**config.mk**
```make
export PLATFORM = sky130hd
export DESIGN_NAME = reg_share_arbiter
export DESIGN_NICKNAME = d
export VERILOG_FILES = /design/src/rtl/reg_share_arbiter.sv
export SDC_FILE = /design/constraint.sdc
export NUM_CORES = 1
export LEC_CHECK = 0
export ABC_AREA = 1
export CAP_MARGIN = 30
export CORE_AREA = 5 5 70 72
export CTS_BUF_LIST = sky130_fd_sc_hd__clkbuf_8
export DETAILED_ROUTE_END_ITERATION = 6
export DIE_AREA = 0 0 75 77
export HOLD_SLACK_MARGIN = 0.15
export PLACE_DENSITY = 0.75
export SLEW_MARGIN = 20
export SYNTH_ARGS = -nofsm -noshare
export SYNTH_HDL_FRONTEND = slang
export SYNTH_SLANG_ARGS = --single-unit
```
**constraint.sdc**
```tcl
create_clock -name clock -period 2.8 [get_ports clock]
set_input_delay 0.42 -clock clock [delete_from_list [all_inputs] [get_ports clock]]
set_output_delay 0.42 -clock clock [all_outputs]
set_load 0.01 [all_outputs]
```
**src/rtl/reg_share_arbiter.sv**
```systemverilog
// Round-robin arbiter granting four requesters exclusive write access to one shared register.
// Optional macro REG_SHARE_PARITY_EN adds a registered even-parity output q_par.
module reg_share_arbiter #(
    parameter int WIDTH    = 8,
    parameter int MAX_HOLD = 4
) (
    input  logic               clock,
    input  logic               reset_n,
    input  logic [3:0]         req,
    input  logic [3:0]         wr_en,
    input  logic [4*WIDTH-1:0] wdata,
    output logic [3:0]         gnt,
    output logic [1:0]         owner,
    output logic               busy,
`ifdef REG_SHARE_PARITY_EN
    output logic               q_par,
`endif
    output logic [WIDTH-1:0]   q
);

    localparam logic [1:0] ST_IDLE    = 2'b00;
    localparam logic [1:0] ST_OWN     = 2'b01;
    localparam logic [1:0] ST_RELEASE = 2'b10;
    localparam logic [3:0] HOLD_LAST  = 4'(MAX_HOLD - 1);

    function automatic logic even_parity(input logic [WIDTH-1:0] v);
        return ^v;
    endfunction

    logic [1:0]       state_r;
    logic [1:0]       ptr_r;
    logic [3:0]       hold_cnt_r;
    logic [3:0]       gnt_r;
    logic [1:0]       owner_r;
    logic             busy_r;
    logic [WIDTH-1:0] q_r;

    logic [1:0]       cand_s;
    logic [1:0]       pick_idx_s;
    logic             pick_found_s;
    logic             write_s;
    logic             release_s;
    logic [WIDTH-1:0] wsel_s;

    // Rotating-priority search; scanning offsets downward lets the nearest requester win.
    always_comb begin
        cand_s       = 2'b00;
        pick_idx_s   = ptr_r;
        pick_found_s = 1'b0;
        for (int k = 3; k >= 0; k--) begin
            cand_s = ptr_r + 2'(k);
            if (req[cand_s]) begin
                pick_idx_s   = cand_s;
                pick_found_s = 1'b1;
            end else begin
                pick_idx_s   = pick_idx_s;
            end
        end
    end

    // Owner write selection and end-of-tenure detection.
    always_comb begin
        wsel_s    = wdata[owner_r*WIDTH +: WIDTH];
        write_s   = (state_r == ST_OWN) && wr_en[owner_r];
        release_s = (state_r == ST_OWN) && (!req[owner_r] || (hold_cnt_r == HOLD_LAST));
    end

    // Arbitration FSM with grant, owner, busy and hold counter.
    always_ff @(posedge clock or negedge reset_n) begin
        if (!reset_n) begin
            state_r    <= ST_IDLE;
            ptr_r      <= 2'b00;
            hold_cnt_r <= 4'h0;
            gnt_r      <= 4'b0000;
            owner_r    <= 2'b00;
            busy_r     <= 1'b0;
        end else begin
            case (state_r)
                ST_IDLE: begin
                    if (pick_found_s) begin
                        gnt_r      <= 4'b0001 << pick_idx_s;
                        owner_r    <= pick_idx_s;
                        hold_cnt_r <= 4'h0;
                        busy_r     <= 1'b1;
                        state_r    <= ST_OWN;
                    end else begin
                        gnt_r      <= 4'b0000;
                    end
                end
                ST_OWN: begin
                    if (release_s) begin
                        state_r <= ST_RELEASE;
                        gnt_r   <= 4'b0000;
                        busy_r  <= 1'b0;
                        ptr_r   <= owner_r + 2'd1;
                    end else if (hold_cnt_r != HOLD_LAST) begin
                        hold_cnt_r <= hold_cnt_r + 4'd1;
                    end else begin
                        hold_cnt_r <= hold_cnt_r;
                    end
                end
                ST_RELEASE: begin
                    state_r <= ST_IDLE;
                end
                default: begin
                    state_r <= ST_IDLE;
                    gnt_r   <= 4'b0000;
                    busy_r  <= 1'b0;
                end
            endcase
        end
    end

    // Shared data register; only the current owner's strobe is honoured.
    always_ff @(posedge clock or negedge reset_n) begin
        if (!reset_n) begin
            q_r <= '0;
        end else if (write_s) begin
            q_r <= wsel_s;
        end
    end

`ifdef REG_SHARE_PARITY_EN
    logic q_par_r;

    // Parity tracks q on the same edge, computed from the incoming data.
    always_ff @(posedge clock or negedge reset_n) begin
        if (!reset_n) begin
            q_par_r <= 1'b0;
        end else if (write_s) begin
            q_par_r <= even_parity(wsel_s);
        end
    end

    assign q_par = q_par_r;
`endif

    assign gnt   = gnt_r;
    assign owner = owner_r;
    assign busy  = busy_r;
    assign q     = q_r;

endmodule

```
==> qor.csv <==
metric,value,unit
fin_crit,1910,ps
drt_wl_total,4.01,mm
crit_start,owner[0],
cp_max_fo,23,
clock_latency,260,ps
layout_common_cells,"nand2_1, clkdlybuf4s50_1, dfrtp_1, nor2_1, a21oi_1",
crit_end,owner[0],
finalCritPeriodShare,68.3,%
switchingPower,1.10,mW
grt_pass1_vias,1586,
grt_max_degree,24,
crit_required,2380,ps
fin_skew,6.59,ps
worst_r2r_endpoint,q[5],
critical_path_class,reg -> out,
drv_slew,0,
gp_congestion,0.943,
final_common_cell,nand2_1,
regArea,576,um2
relSlewSlack,73.0,%
dp_hpwl,3.14,mm
cpPeakStageDelay,590,ps
cp_slowest_cell,clkdlybuf4s50_1,
place_area,0.00215,mm2
first_pass_iters,4,
path_clk_slew,80,ps
final_antenna_net_count,0,
start_kind,register,
antenna_found_initial,0,
met1_usage,19.5,%
yosysWarnings,0,
synth-main-ff-cell,dfrtp_1,
cts_buffers,3,
viasPerCell,4.94,
drv_cap,0,
diodes,0,
ir_drop,0.519,mV
syn_to_final_growth,40.8,%
cts_tree,yes,
die_h,77,um
drive_gt1_share,13.1,%
die_x,75,um
clockBufferDepth,2,
drc,0,
via_count,1575,
tightest_slew,404,ps
cts_resized,0,
gr-usage-met3,5.23,%
cts_root_buf,clkbuf_8,
syn_area,0.00156,mm2
synth_compound_gate_area_share,19.1,%
track_usage,15.2,%
clock-sinks,23,
syn_avg_cell_area,7.37,um2
clock_power_share,8.7,%
synth_fa_ha_area_share,0.801,%
synth_edf_count,0,
worstPathCellList,"buf_4, clkdlybuf4s50_1",
r2r_slack,1150,ps
wire_per_inst,12.6,um
synthXorXnorAreaFrac,0,%
syn_inst,212,
synth_top_family_by_area,simple AND/OR/NAND/NOR gates,
postLayoutCellArea,0.00220,mm2
busiest_layer,met2,
path_buf_inv,2,
pin_count,57,
worstHoldPathType,reg -> reg,
power_density,1040,mW/mm2
status,"finished, final reports clean",
hold_viol,0,
grt_use_met2,24.1,%
port_buffers,56,
comb_power_share,66.1,%
ff2ff_path_depth,7,
die_area,0.00578,mm2
end_kind,output port,
grt_setup_unrepaired,false,
async_flop_share,100,%
syn-num-nets,255,
grt_pass1_wl,7.11,mm
utilization,51.9,%
p_sw_share,48.1,%
cts_hold_repair.buffers,0,
synth_simple_gate_area_share,35.0,%
start_util,36.9,%
cts_setup_buffers,0,
p_leak,1.00,nW
cp.arrival,1490,ps
timing.fmax,523,MHz
core_area,0.00423,mm2
setup_tns,0,ps
nNetsFinal,311,
crit_family,buffers and inverters,
multi_input_area,857,um2
finalSetupViolations,0,
path_depth,2,
cts_max_level,1,
p_seq_share,25.1,%
synthMuxAreaShare,0,%
ys_ff_latch,23,
yosysSeqAreaShare,36.9,%
drtIter0Drc,56,
final.fill_count,405,
p_int,1.19,mW
grt.overflow.total,0,
r2r_start,owner[0],
row_count,24,
yosysUniqueCellTypes,30,
==> worst min-delay path, stage by stage, from the launching register on <==
cell	delay, ps
dfrtp_1	350
nand2_1	50
nand2_1	50
==> metal layers <==
layer,share of wire [%],vias to the layer above
li1,-,802
met1,40,710
met2,49,55
met3,8.4,8
met4,2.1,0
met5,0,-
==> cell usage after synthesis, types with 3 or more instances <==
cell      n  area, um2
a21oi_1  16       80.1
nand2_1  70        263
dfrtp_1  23        576
inv_1    14       52.6
nand3_1   9       45.0
inv_2     4       15.0
buf_2     3       15.0
o21ai_0   4       20.0
o21ai_1   6       30.0
nand4_1   3       18.8
nand2_2  10       62.6
nor2_1   18       67.6
o21ai_2   4       35.0
a32o_1    8       80.1
==> area by class of cell <==
type / instances / share of cell area, %
inverter: 20 / 3.64
clock inverter: 1 / 0.171
multi-input combinational: 162 / 39.0
tap: 52 / 2.96
clock buffer: 3 / 1.88
timing repair buffer: 58 / 26.2
sequential: 23 / 26.2
==> flip-flops by register name, indices dropped and copies added, names as in the netlist <==
| name | count |
|---|---|
| q | 8 |
| hold_cnt_r | 4 |
| state_r | 2 |
| busy | 1 |
| owner | 2 |
| ptr_r | 2 |
| gnt | 4 |
==> power groups by stage <==
stage	logic (mW)	clock network (mW)	registers [mW]
6_report	1.52	0.200	0.577
5_1_grt	1.73	0.224	0.595
4_1_cts	1.53	0.208	0.577
3_5_place_dp	1.53	0	0.582
3_3_place_gp	1.50	0	0.582
2_1_floorplan	1.09	0	0.595
==> cell families (layout without fill, tap and decap cells) <==
family	after synthesis	count (layout)
adders and majority gates	1	1
buffers and inverters	27	82
and+or+nand+nor	119	119
DFF	23	23
AOI/OAI and AO/OA	42	42
==> worst min-delay path by stage <==
stage	startpoint	to	slack [ps]	depth (start not counted)
6_report	gnt[3]	gnt[3]	490	2
5_1_grt	reset_n	busy	530	2
4_1_cts	gnt[2]	gnt[2]	490	2
3_5_place_dp	gnt[3]	gnt[3]	470	2
3_3_place_gp	gnt[0]	gnt[0]	460	2
2_1_floorplan	reset_n	busy	120	0
==> per-stage QoR <==
stage / std cells / hold slack, ps / power, mW / setup slack, ps
detailed placement: 315 / 474 / 2.11 / 885
global route: 319 / 526 / 2.55 / 786
CTS: 319 / 494 / 2.32 / 875
finish: 319 / 490 / 2.29 / 886
global placement: 315 / 464 / 2.08 / 932
floorplan: 212 / 124 / 1.69 / 1410
(Power assumes the default switching activity.)
